$ cat src/rtl/cache_pkg.sv
// Shared cache-side types: bus words, the refill/data arbiter states and
// the grant-side encoding used by mem_arb.
package cache_pkg;

  localparam int unsigned WORD_W  = 32;
  localparam int unsigned WAIT_W  = 8;

  typedef logic [WORD_W-1:0] word_t;
  typedef logic [WAIT_W-1:0] wait_cnt_t;

  typedef enum logic [1:0] {
    IDLE   = 2'd0,
    I_XFER = 2'd1,
    D_XFER = 2'd2,
    RESP   = 2'd3
  } arb_state_t;

  typedef enum logic {
    GNT_I = 1'b0,
    GNT_D = 1'b1
  } gnt_side_t;

endpackage : cache_pkg

$ cat src/rtl/mem_arb.sv
// Round-robin arbiter sharing one single-outstanding memory port between the
// instruction refill path and the data path, with an ack timeout.
module mem_arb
  import cache_pkg::*;
#(
  parameter int unsigned TIMEOUT = 255
) (
  input  logic        clk,
  input  logic        rst_n,
  input  logic        i_req,
  input  logic [31:0] i_addr,
  output logic        i_done,
  output logic [31:0] i_rdata,
  output logic        i_err,
  input  logic        d_req,
  input  logic        d_we,
  input  logic [31:0] d_addr,
  input  logic [31:0] d_wdata,
  output logic        d_done,
  output logic [31:0] d_rdata,
  output logic        d_err,
  output logic        mem_req,
  output logic        mem_we,
  output logic [31:0] mem_addr,
  output logic [31:0] mem_wdata,
  input  logic        mem_ack,
  input  logic [31:0] mem_rdata
);

  localparam wait_cnt_t TIMEOUT_C = wait_cnt_t'(TIMEOUT);

  arb_state_t state_q, state_d;
  gnt_side_t  gnt_q, gnt_d;
  gnt_side_t  last_gnt_q, last_gnt_d;
  gnt_side_t  pick;
  wait_cnt_t  cnt_q, cnt_d, cnt_inc;
  word_t      addr_q, addr_d;
  word_t      wdata_q, wdata_d;
  word_t      i_rdata_q, i_rdata_d;
  word_t      d_rdata_q, d_rdata_d;
  logic       we_q, we_d;
  logic       err_q, err_d;

  // On a tie the side that did not win last time is chosen.
  assign pick    = (i_req && (!d_req || last_gnt_q == GNT_D)) ? GNT_I : GNT_D;
  assign cnt_inc = cnt_q + wait_cnt_t'(1);

  always_comb begin
    // NOTE: every next-state signal gets a hold default first so no path
    // through the case below can leave one unassigned and infer a latch.
    state_d    = state_q;
    gnt_d      = gnt_q;
    last_gnt_d = last_gnt_q;
    cnt_d      = cnt_q;
    addr_d     = addr_q;
    we_d       = we_q;
    wdata_d    = wdata_q;
    i_rdata_d  = i_rdata_q;
    d_rdata_d  = d_rdata_q;
    err_d      = 1'b0;

    unique case (state_q)
      IDLE: begin
        // The err-pulse cycle is treated like RESP: the aborted requester is
        // still holding req, so granting now would silently retry it.
        if (!err_q && (i_req || d_req)) begin
          gnt_d      = pick;
          last_gnt_d = pick;
          cnt_d      = '0;
          if (pick == GNT_I) begin
            state_d = I_XFER;
            addr_d  = i_addr;
            we_d    = 1'b0;
            wdata_d = '0;
          end else begin
            state_d = D_XFER;
            addr_d  = d_addr;
            we_d    = d_we;
            wdata_d = d_wdata;
          end
        end
      end
      I_XFER, D_XFER: begin
        if (mem_ack) begin
          state_d = RESP;
          cnt_d   = '0;
          if (gnt_q == GNT_I)  i_rdata_d = mem_rdata;
          else if (!we_q)      d_rdata_d = mem_rdata;
        end else if (cnt_inc == TIMEOUT_C) begin
          state_d = IDLE;
          cnt_d   = '0;
          err_d   = 1'b1;
        end else begin
          cnt_d = cnt_inc;
        end
      end
      RESP:    state_d = IDLE;
      default: state_d = IDLE;
    endcase
  end

  // NOTE: the read-data holding registers are reset too, since they drive
  // outputs that must read zero out of reset; they are flops, not a RAM.
  always_ff @(posedge clk or negedge rst_n) begin
    if (!rst_n) begin
      state_q    <= IDLE;
      gnt_q      <= GNT_I;
      last_gnt_q <= GNT_I;
      cnt_q      <= '0;
      addr_q     <= '0;
      we_q       <= 1'b0;
      wdata_q    <= '0;
      i_rdata_q  <= '0;
      d_rdata_q  <= '0;
      err_q      <= 1'b0;
    end else begin
      // NOTE: non-blocking so every flop samples the pre-edge values.
      state_q    <= state_d;
      gnt_q      <= gnt_d;
      last_gnt_q <= last_gnt_d;
      cnt_q      <= cnt_d;
      addr_q     <= addr_d;
      we_q       <= we_d;
      wdata_q    <= wdata_d;
      i_rdata_q  <= i_rdata_d;
      d_rdata_q  <= d_rdata_d;
      err_q      <= err_d;
    end
  end

  // Decoded from the state register so reset removes mem_req asynchronously.
  assign mem_req   = (state_q == I_XFER) || (state_q == D_XFER);
  assign mem_we    = we_q;
  assign mem_addr  = addr_q;
  assign mem_wdata = wdata_q;

  assign i_done  = (state_q == RESP) && (gnt_q == GNT_I);
  assign d_done  = (state_q == RESP) && (gnt_q == GNT_D);
  assign i_err   = err_q && (gnt_q == GNT_I);
  assign d_err   = err_q && (gnt_q == GNT_D);
  assign i_rdata = i_rdata_q;
  assign d_rdata = d_rdata_q;

endmodule : mem_arb

$ cat config.mk
export PLATFORM = sky130hd
export DESIGN_NAME = mem_arb
export DESIGN_NICKNAME = d
export VERILOG_FILES = /design/src/rtl/cache_pkg.sv /design/src/rtl/mem_arb.sv
export SDC_FILE = /design/constraint.sdc
export NUM_CORES = 1
export LEC_CHECK = 0
export BUFFER_PORTS_ARGS = -buffer_cell sky130_fd_sc_hd__clkbuf_2
export CAP_MARGIN = 5
export CORE_UTILIZATION = 35
export DETAILED_ROUTE_END_ITERATION = 7
export GPL_ROUTABILITY_DRIVEN = 0
export PLACE_DENSITY_LB_ADDON = 0.08
export SETUP_SLACK_MARGIN = 0.15
export SLEW_MARGIN = 20
export SYNTH_ARGS = -nofsm -noshare
export SYNTH_HDL_FRONTEND = slang
export SYNTH_SLANG_ARGS = --single-unit
$ cat constraint.sdc
create_clock -name clk -period 1.7 [get_ports clk]
set_clock_uncertainty 0.05 [all_clocks]
set_input_delay 0.34 -clock clk [delete_from_list [all_inputs] [get_ports clk]]
set_output_delay 0.34 -clock clk [all_outputs]
set_load 0.05 [all_outputs]
==> results of run 1 <==
## report_power, final
part / switching, mW / internal, mW / total (mW)
clock: 1.46 / 2.05 / 3.51
combinational: 8.43 / 4.08 / 12.5
sequential: 0.839 / 4.91 / 5.75
## worst register-to-register path, cell delays in order, from the launching register on
cell	delay [ns]
sky130_fd_sc_hd__dfrtp_2	0.47
sky130_fd_sc_hd__nand2b_1	0.25
sky130_fd_sc_hd__a21oi_4	0.20
sky130_fd_sc_hd__o2111ai_4	0.16
sky130_fd_sc_hd__buf_6	0.15
sky130_fd_sc_hd__or3_4	0.34
sky130_fd_sc_hd__a22oi_2	0.16
## Yosys cell counts (all sizes together) (3+ instances only)
library cell and instances:
ha 5, o21ai 71, nor2 4, nor3 3, inv 7, nand2 113
and2 3, a21oi 4, buf 8, clkbuf 23, dfrtp 141, mux2 64
a22oi 3, mux2i 33, nand2b 3
## per-stage QoR
step	worst slack (ns)	util	cells	total power, mW
after CTS	-0.144	0.552	1058	21.5
after detailed placement	-0.214	0.473	996	16.7
after floorplan	-0.117	-	511	13.9
after global placement	-0.130	0.473	996	16.5
after global routing	-0.208	0.569	1068	22.9
final	-0.160	0.569	1068	21.8
## sequential cells by signal, summed over array words and instances, names as in the netlist
register,count
cnt_q,8
last_gnt_q,1
mem_wdata,32
mem_we,1
d_rdata,32
state_q,2
mem_addr,32
i_rdata,32
err_q,1
## path summary, 6_finish.rpt
check / to / slack [ns] / cells after the start
max in group asynchronous: cnt_q[2] / 0.66 / 3
hold / removal: mem_wdata[3] / 0.09 / 3
setup reg to reg: state_q[1] / -0.16 / 6
setup / recovery: state_q[1] / -0.16 / 6
hold reg to reg: mem_wdata[14] / 0.43 / 2
min in group asynchronous: i_rdata[6] / 0.38 / 2
## layer usage
metal,vias to the layer above,wire [um]
li1,2410,-
met1,2407,7060
met2,187,8690
met3,19,1050
met4,0,258
met5,-,0
## layout make-up
class                           instances  area share
Timing Repair Buffer                  336       0.254
Sequential cell                       141       0.375
Multi-Input combinational cell        332       0.278
Tap cell                              220      0.0293
Inverter                                7     0.00306
Clock inverter                         13      0.0125
Clock buffer                           19      0.0471
## logic make-up after synthesis
kind of cell,after synthesis,share of synthesized area
buffers and inverters,38,0.0261
flip-flops,141,0.599
AO/OA/AOI/OAI,93,0.0896
adder cells (fa/ha/maj),5,0.0106
multiplexers,97,0.178
AND/OR/NAND/NOR,135,0.0938
XOR/XNOR,2,0.00297
## layout by cell type (no fill, tap or decap), types with 5 or more instances in the layout
cell and instances:
sky130_fd_sc_hd__mux2_4 17, sky130_fd_sc_hd__mux2i_2 10, sky130_fd_sc_hd__clkinvlp_4 5, sky130_fd_sc_hd__o21ai_1 38
sky130_fd_sc_hd__dfrtp_1 139, sky130_fd_sc_hd__o21ai_0 29, sky130_fd_sc_hd__nand2_1 105, sky130_fd_sc_hd__buf_12 11
sky130_fd_sc_hd__clkbuf_16 22, sky130_fd_sc_hd__clkbuf_2 261, sky130_fd_sc_hd__buf_16 10, sky130_fd_sc_hd__buf_4 26
sky130_fd_sc_hd__mux2i_1 23, sky130_fd_sc_hd__mux2_2 47, sky130_fd_sc_hd__buf_6 18
## timing repair
action,CTS,global route
gates resized for setup,84,69
pin swaps,12,15
gates cloned,9,4
endpoints found under the hold margin,39,0
setup buffers,20,6
hold buffers,1,0
endpoints found under the setup margin,88,118
==> results.md, run 1 <==
- The number of vias after detailed routing is between 5000 and 6000.
- The total die area is approximately 17000 sq um.
- The core area is roughly 17000 sq um.
- In the global route stage, met3 resource usage came out at 0.0519.
- The worst-case clock buffer depth is 2.
- The tightest hold path in the finished design has a slack of 0.0861 ns.
- In this run the mean area of a mapped cell was around 12 sq um.
- The residual DRC count is 0.
- The library cell used as clock root buffer is sky130_fd_sc_hd__clkbuf_16.
- Data on the critical path arrives at its endpoint at roughly 2.1 ns.
- The setup-violating endpoint count in the final report is 60.
- On the worst path, the slowest cell contributes a delay of between 0.4 and 0.5 ns.
- The source of the worst hold timing path is d_wdata[3].
- The total clock sinks is roughly 140.
- In this run the power density over the cells is ~2300 nW/um^2.
- The number of search-and-repair iterations in the first detailed-routing pass is 4.
- The count of boundary I/O pins is around 270.
- Input and output buffers added on the ports amount to 267.
- The die height is between 100 and 150 um.
- The relative slew slack is 0.684.
- The clock-pin slew reported for the worst setup and hold paths after clock tree synthesis is about 0.060 ns.
- The final reports fail on negative setup slack.
- The busiest layer in global routing is met2.
- For this run, global-route usage on met2 was measured as 0.348.
- TritonCTS built the clock tree.
- For this block, the initial DRC count from the detailed router was 167.
- The source-to-sink clock delay at the later pin of the worst-skew pair is 0.41 ns.
- The fraction of layout cells with a size suffix above 1 is 0.574.
- The final instance area is about 9400 sq um.
- The maximum clock frequency is 538 MHz.
- In the final routed layout, each cell accounts on average for roughly 16 um.
- The number of distinct standard cells referenced by the synthesized netlist is 39.
- The max capacitance violation total is 0.
- The startpoint identified for the worst register-to-register timing path is cnt_q[2].
- The run finished, with violations left.
- Counting every net in the synthesized netlist gives 650.
- The wire length of the first global-routing pass is around 27000 um.
- The area used by multi-input combinational logic is 2620 sq um.
- Setup repair after global routing could not meet its margin everywhere.
- The largest individual stage delay along the critical path comes from the cell sky130_fd_sc_hd__dfrtp_2.
- At the pin with the least slew margin, the transition time is between 0.4 and 0.5 ns.
- The part of the Yosys area used for sequential elements is 0.599.
- The cell family contributing the most delay on the critical path is simple AND/OR/NAND/NOR gates.
- The via count of the first global-routing pass is roughly 5200.
- Fill cells in the final layout number ~1500.
- The count of flip-flops with a built-in enable after synthesis is 0.
- In this run the core area contains 47 standard-cell rows.
- The number of buffer and inverter instances along the worst setup path is 1.
- After the last flow step, the layout net total stands at a little under 1000.
- The initial antenna violation count is 0.
- The count of pins over their slew limit came to 0.
- The worst setup path is captured at a register.
- The category of the critical setup timing path is reg -> reg.
- The class of the worst hold path is in -> reg.
- Data on the critical path is required at its endpoint by slightly below 2 ns.
- Dividing the final minimum period by the clock period gives 1.09.
- The share of Yosys cell area claimed by the top area cell type is 0.599.
- 0 antenna diodes ended up in the layout.
- Detailed placement finished with a half-perimeter wire length of approximately 11000 um.
- The final period demand of the worst path is ~1.9 ns.
- After synthesis the netlist holds a flip-flop and latch count of 141.
- Synthesis handed over a netlist of ~510 instances.
- Across the VDD grid, the largest voltage drop is ~1100 uV.
- The global route total overflow is 0.
- By area the synthesized netlist is led by sky130_fd_sc_hd__dfrtp_1, sky130_fd_sc_hd__mux2_2, sky130_fd_sc_hd__nand2_1.
- Walking the worst path, the cells encountered are nand2b_1 > a21oi_4 > o2111ai_4 > buf_6 > or3_4 > a22oi_2.
- The overall routed net length is about 17000 um.
- Of all flip-flops after synthesis, the portion carrying an async set or reset was 1.00.
- After routing, the total negative slack on setup checks comes to -5.65 ns.
- The CTS H-tree depth is 4.
- The startpoint type of the worst setup path is a register.
- The main flop type after synthesis is sky130_fd_sc_hd__dfrtp_1.
- In this run the worst path has a maximum fanout of 5.
- The synthesized design spends more area on one cell type than any other, namely sky130_fd_sc_hd__dfrtp_1.
- After synthesis the cells add up to a little under 6000 sq um.
- The Yosys step of the flow raised 0 warnings.
- Entering global routing, the biggest net connects roughly 80 pins.
- The critical path starts at cnt_q[2].
- Setup slack on the critical path of the routed design comes to -0.160 ns.
- The number of endpoints with negative hold slack in the final report came to 0.
- The met1 track utilization from global routing is 0.238.
- The initial utilization of the core area, before any placement, comes to 0.357.
- In this run the horizontal extent of the chip is around 130 um.
- The number of antenna-violating nets in the routed design is 0.
- The storage element area is approximately 3500 sq um.
- Across every metal layer, demand over resource in global routing totals 0.201.
- Dividing the detail-routed via count by the number of cells gives approximately 4.7.
- Summed over all cells, the static leakage comes to about 4.8 nW.
- The total cell area at the placement stage is a little under 8000 sq um.
- Clock tree synthesis inserted a total of 17 buffers.
- The synthesis-to-finish area growth is 59.6%.
Power figures use the tool's default switching activity.
==> inputs of run 2 (changes only) <==
- clock period: 1.7 -> 2.24 ns (I/O delays scaled with it)
==> results.md, run 2 (synthesis results as in run 1) <==
- Result of the run: completed (was complete, but fails checks).
- CP cell instances: inv_1 > ha_2 > clkbuf_4 (was nand2b_1 > a21oi_4 > o2111ai_4 > buf_6 > or3_4 > a22oi_2).
- The number of cell rows is 47 (unchanged).
- The total cell area at the placement stage was 7580 sq um (was 7820 sq um).
- The combinational share of power was 0.529 (was 0.575).
- The wire length of the first global-routing pass came to 24200 um (was 26800 um).
- The power per cell area is 1840 nW/um^2 (was 2310 nW/um^2).
- The pin count of the biggest net entering global routing is 70 (was 81).
- The pin slew with the least headroom to its limit is 0.531 ns (was 0.474 ns).
- The die height was 132 um (unchanged).
- The total instance count after detailed placement is 980 (was 996).
- The clock tree from TritonCTS is done (unchanged).
- The die width was 132 um (unchanged).
- Counting I/O delays and the setup requirement, the final critical path takes 1.98 ns.
- The detailed-route vias per instance is 4.65 (was 4.70).
- The CTS H-tree depth is 4 (unchanged).
- The worst endpoint required time is 1.74 ns (was 1.98 ns).
- The global route total overflow is 0 (unchanged).
- Commonest cells after routing, fill and taps aside: sky130_fd_sc_hd__clkbuf_2, sky130_fd_sc_hd__dfrtp_1, sky130_fd_sc_hd__nand2_1 (unchanged).
- The count of pins over their slew limit is 0 (unchanged).
- The post-detailed-route wirelength per cell is 14.6 um (was 16.0 um).
- The end-of-flow core utilization was 0.499 (was 0.569).
- The max capacitance violation total is 0 (unchanged).
- The detailed placer's ending HPWL is 10800 um (was 11000 um).
- The number of CTS-inserted buffers came to 17 (unchanged).
- The leakage power of the design was 4.26 nW (was 4.81 nW).
- The overall track demand over capacity in global routing came to 0.177 (was 0.201).
- The most frequent standard cell in the layout excluding fill and tap cells is sky130_fd_sc_hd__clkbuf_2 (unchanged).
- The type of element capturing the critical path is an output pin (was register).
- The clock-pin slew reported for the worst setup and hold paths after clock tree synthesis is 0.06 ns (about the same).
- The part of the total power dissipated in sequential elements is 0.286 (was 0.264).
- The maximum VDD drop is 816 uV (was 1130 uV).
- The net switching share of the total power is 0.503 (was 0.493).
- The synthesis-to-finish area growth was 39.8% (was 59.6%).
- The internal power summed over all cells is 7.54 mW (was 11.0 mW).
- The category of the critical setup timing path is reg -> out (was reg -> reg).
- The total clock sinks was 141 (unchanged).
- The DRC violation total after the first TritonRoute iteration is 133 (was 167).
- The startpoint type of the worst setup path is a register (unchanged).
- The kind of cell with the highest combined delay on the critical path was adder cells (was simple AND/OR/NAND/NOR gates).
- The critical path data arrival time was 1.48 ns (was 2.14 ns).
- The relative contribution of the clock network to total power came to 0.185 (was 0.161).
- The number of vias after detailed routing is 4706 (was 5023).
- The total power consumption of the routed design was 15.2 mW (was 21.8 mW).
- The fraction of layout cells with a size suffix above 1 was 0.489 (was 0.574).
- The slowest cell on the critical path is sky130_fd_sc_hd__ha_2 (was sky130_fd_sc_hd__dfrtp_2).
- The number of search-and-repair iterations in the first detailed-routing pass came to 4 (unchanged).
- The total die area was 17400 sq um (unchanged).
- The count of boundary I/O pins is 268 (unchanged).
- The maximum clock frequency is just over 500 MHz.
- The initial core utilization is 0.357 (unchanged).
- The worst-case clock buffer depth is 2 (unchanged).
- The initial antenna violation count is 0 (unchanged).
- The final cell count without fillers is 1012 (was 1068).
- The largest driver fanout on the critical path came to 6 (was 5).
- The net switching power of the design was 7.64 mW (was 10.7 mW).
- The via count of the first global-routing pass is 4818 (was 5170).
- The overall routed net length was 14700 um (was 17100 um).
- The number of endpoints with negative hold slack in the final report is 0 (unchanged).
- The antenna diode count is 0 (unchanged).
- The relative slew slack is 0.646 (was 0.684).
- The core area is 16500 sq um (unchanged).
- The net count of the finished layout is 920 (was 974).
- Unrepaired setup endpoints after global routing: no (was yes).
- The total negative slack for setup checks is 0 ns (was -5.65 ns).
- The number of buffer and inverter instances along the worst setup path came to 2 (was 1).
- The number of input and output port buffers inserted came to 267 (unchanged).
- The source-to-sink clock delay at the later pin of the worst-skew pair was 0.41 ns (about the same).
- The final instance area is 8240 sq um (was 9410 sq um).
- The maximum single-stage delay on the critical path is 0.38 ns (was 0.47 ns).
- The library cell used as clock root buffer is sky130_fd_sc_hd__clkbuf_16 (unchanged).
- The number of antenna-violating nets in the routed design is 0 (unchanged).
- The setup-violating endpoint count in the final report was 0 (was 60).
- The residual DRC count came to 0 (unchanged).
- The class of the worst hold path is in -> reg (unchanged).
- Dividing the final minimum period by the clock period gives 0.883.
-- run 2: metrics by stage --
stage	hold WS [ns]	worst slack, ns
after floorplan	0.102	0.158
after global placement	0.383	0.251
after detailed placement	0.384	0.102
after CTS	0.180	0.177
after global routing	0.182	0.163
final	0.195	0.262
-- run 2: final timing paths --
check | start | slack, ns | end | cells past startpoint
setup / recovery | state_q[0] | 0.26 | mem_req | 3
hold / removal | d_wdata[11] | 0.20 | mem_wdata[11] | 3
setup reg to reg | cnt_q[0] | 0.30 | cnt_q[3] | 7
hold reg to reg | mem_wdata[22] | 0.43 | mem_wdata[22] | 2
max in group asynchronous | rst_n | 0.98 | i_rdata[8] | 3
min in group asynchronous | rst_n | 0.51 | i_rdata[10] | 2
-- run 2: final cells by class --
type / instances / area (sq um)
Clock buffer: 21 / 480
Clock inverter: 9 / 111
Fill cell: 1526 / 8290
Inverter: 7 / 26.3
Multi-Input combinational cell: 332 / 2280
Sequential cell: 141 / 3530
Tap cell: 220 / 275
Timing Repair Buffer: 282 / 1540
-- run 2: per-layer routing --
metal	GRT usage	vias to the layer above	share of wire
met1	0.214	2191	0.43
li1	-	2299	-
met5	0	-	0
met2	0.283	198	0.46
met4	0.0730	0	0.020
met3	0.0684	18	0.085
-- run 2: power groups by stage --
| stage | logic [mW] | clock network, mW | registers (mW) |
|---|---|---|---|
| 2_1_floorplan | 2.16 | 0 | 8.21 |
| 3_3_place_gp | 8.00 | 0 | 4.32 |
| 3_5_place_dp | 8.09 | 0 | 4.37 |
| 4_1_cts | 8.10 | 2.88 | 4.35 |
| 5_1_grt | 8.51 | 3.00 | 4.49 |
| 6_report | 8.04 | 2.81 | 4.33 |
-- run 2: timing repair --
item / in CTS / in global routing
hold endpoints to repair: 48 / 0
pin swaps: 0 / 4
setup buffers: 0 / 1
resized for setup: 1 / 9
endpoints found under the setup margin: 2 / 11
hold buffers: 1 / 0
-- run 2: worst reg2reg max path, cell delays in order (launching register included) --
cell and delay [ns]:
sky130_fd_sc_hd__dfrtp_1 0.40, sky130_fd_sc_hd__ha_2 0.22, sky130_fd_sc_hd__nand3_2 0.13, sky130_fd_sc_hd__o21a_1 0.26, sky130_fd_sc_hd__o2111ai_4 0.27, sky130_fd_sc_hd__o211ai_1 0.12, sky130_fd_sc_hd__buf_4 0.17, sky130_fd_sc_hd__o311ai_1 0.22
==> inputs of run 3 (changes only) <==
- GPL_ROUTABILITY_DRIVEN: 0 -> 1
- MAX_ROUTING_LAYER: not set -> met4
==> results.md, run 3 (synthesis results as in run 1) <==
- Result of the run: completed (unchanged).
- The source-to-sink clock delay at the later pin of the worst-skew pair is 0.41 ns (about the same).
- The length of routed met3 wiring came to 1120 um (was 1260 um).
- The pin count of the biggest net entering global routing is 70 (unchanged).
- The initial core utilization is 0.357 (unchanged).
- The total die area was 17400 sq um (unchanged).
- The clock-pin slew reported for the worst setup and hold paths after clock tree synthesis is 0.06 ns (about the same).
- The total cell area at the placement stage was 7580 sq um (unchanged).
- The cell count along the critical path is 3 (unchanged).
- The maximum single-stage delay on the critical path is 0.38 ns (about the same).
- The critical path data arrival time came to 1.48 ns (about the same).
- The number of cell rows is 47 (unchanged).
- Unrepaired setup endpoints after global routing: no (unchanged).
- The reg-to-reg setup timing slack came to 0.30 ns (about the same).
- The antenna diode count is 0 (unchanged).
- The kind of cell with the highest combined delay on the critical path is adder cells (unchanged).
- The maximum VDD drop is 816 uV (about the same).
- The end of the worst register-to-register path is cnt_q[3] (unchanged).
- The class of the worst hold path is in -> reg (unchanged).
- The number of CTS-inserted buffers is 17 (unchanged).
- The total length of routed met2 wires is 6850 um (was 6790 um).
- The worst hold slack is 0.197 ns (was 0.195 ns).
- The cell count of the worst reg-to-reg path was 7 (unchanged).
- The total negative slack for setup checks came to 0 ns (unchanged).
- The maximum clock frequency is 505 MHz (about the same).
- The library cell used as clock root buffer is sky130_fd_sc_hd__clkbuf_16 (unchanged).
- The congestion estimate from routability-driven global placement came to roughly 0.81.
- The category of the critical setup timing path was reg -> out (unchanged).
- The number of vias after detailed routing is 4719 (was 4706).
- The post-detailed-route wirelength per cell is 14.6 um (about the same).
- The type of element capturing the critical path is an output pin (unchanged).
- The launching instance or port of the critical path is state_q[0] (unchanged).
- The source of the worst hold timing path is d_wdata[11] (unchanged).
- The slowest cell on the critical path is sky130_fd_sc_hd__ha_2 (unchanged).
- The wire length of the first global-routing pass is 24200 um (about the same).
- The number of antenna-violating nets in the routed design is 0 (unchanged).
- The number of input and output port buffers inserted is 267 (unchanged).
- The overall routed net length is 14800 um (was 14700 um).
- The end-of-flow core utilization was 0.499 (unchanged).
- The synthesis-to-finish area growth is 39.8% (unchanged).
- The final period demand of the worst path came to 1.98 ns (about the same).
- The power per cell area is 1840 nW/um^2 (about the same).
- CP cell instances: inv_1 > ha_2 > clkbuf_4 (unchanged).
- The overall track demand over capacity in global routing came to 0.183 (was 0.177).
- The startpoint type of the worst setup path is a register (unchanged).
- The leakage power of the design was 4.26 nW (unchanged).
- The count of boundary I/O pins came to 268 (unchanged).
- The fraction of layout cells with a size suffix above 1 came to 0.489 (unchanged).
- The end of the critical path was mem_req (unchanged).
- The final instance area was 8240 sq um (unchanged).
- The setup-violating endpoint count in the final report was 0 (unchanged).
- The detailed placer's ending HPWL is 10800 um (unchanged).
- The final-layout fill cell count was 1526 (unchanged).
- The number of search-and-repair iterations in the first detailed-routing pass is 4 (unchanged).
- Commonest cells after routing, fill and taps aside: sky130_fd_sc_hd__clkbuf_2, sky130_fd_sc_hd__dfrtp_1, sky130_fd_sc_hd__nand2_1 (unchanged).
- The relative slew slack came to 0.647 (was 0.646).
- The most frequent standard cell in the layout excluding fill and tap cells is sky130_fd_sc_hd__clkbuf_2 (unchanged).
- The launching point of the worst reg2reg path is cnt_q[0] (unchanged).
- The net count of the finished layout came to 920 (unchanged).
- The total clock sinks is 141 (unchanged).
- The via count of the first global-routing pass was 4836 (was 4818).
- The worst-case clock buffer depth is 2 (unchanged).
- The number of endpoints with negative hold slack in the final report is 0 (unchanged).
- The count of pins over their slew limit is 0 (unchanged).
- The max capacitance violation total is 0 (unchanged).
- The die height is 132 um (unchanged).
- The detailed-route vias per instance is 4.66 (was 4.65).
- The worst endpoint required time was 1.74 ns (about the same).
- The core area was 16500 sq um (unchanged).
- The clock tree from TritonCTS is done (unchanged).
- The pin slew with the least headroom to its limit was 0.530 ns (was 0.531 ns).
- The CTS H-tree depth came to 4 (unchanged).
- The die width is 132 um (unchanged).
- The global route total overflow is 0 (unchanged).
- The DRC violation total after the first TritonRoute iteration was 142 (was 133).
- The residual DRC count is 0 (unchanged).
- The uppermost metal layer occupied by signal nets is met4 (unchanged).
- The number of buffer and inverter instances along the worst setup path was 2 (unchanged).
- The wire length the detailed router placed on met1 is 6530 um (was 6390 um).
- The part of the cycle the worst path needs is 0.883 (about the same).
- The initial antenna violation count was 0 (unchanged).
- The largest driver fanout on the critical path came to 6 (unchanged).
-- run 3: area by class of cell --
type | count | area (sq um) | area share
clock inverter | 9 | 111 | 0.0135
clock buffer | 21 | 480 | 0.0583
inverter | 7 | 26.3 | 0.00319
sequential | 141 | 3530 | 0.428
multi-input combinational | 332 | 2280 | 0.277
timing repair buffer | 282 | 1540 | 0.186
tap | 220 | 275 | 0.0334
-- run 3: per-layer routing --
| layer | GRT usage | up-vias |
|---|---|---|
| met4 | 0.0711 | 0 |
| met2 | 0.282 | 207 |
| met5 | - | - |
| met3 | 0.0607 | 18 |
| li1 | - | 2297 |
| met1 | 0.222 | 2197 |
-- run 3: repair_timing --
item / 4_1_cts / 5_1_grt
setup endpoints to repair: 2 / 11
endpoints found under the hold margin: 48 / 0
hold buffers: 1 / 0
buffers inserted: 0 / 1
pin swaps: 0 / 4
resized for setup: 1 / 9
-- run 3: how the worst min path moves through the flow --
stage | end | cells after the start | slack (ns)
floorplan | cnt_q[0] | 0 | 0.10
global placement | d_rdata[10] | 1 | 0.38
detailed placement | d_rdata[10] | 1 | 0.38
CTS | mem_wdata[11] | 3 | 0.18
global route | mem_wdata[23] | 3 | 0.18
finish | mem_wdata[11] | 3 | 0.20
-- run 3: report_power, final --
part | internal, mW | total [mW] | switching [mW]
clock | 1.75 | 2.80 | 1.05
sequential | 3.73 | 4.34 | 0.610
combinational | 2.07 | 8.04 | 5.97
-- run 3: worst min-delay path: cells and delay by family --
family / cells / cell delay (ns)
AND/OR/NAND/NOR: 1 / 0.04
AO/OA/AOI/OAI: 1 / 0.06
buffers and inverters: 1 / 0.08
-- run 3: per-stage QoR --
step	total power, mW	cells	setup slack, ns
final	15.2	1012	0.262
after global routing	16.0	1012	0.163
after CTS	15.3	1011	0.177
after detailed placement	12.5	980	0.102
after global placement	12.3	980	0.251
after floorplan	10.4	511	0.158
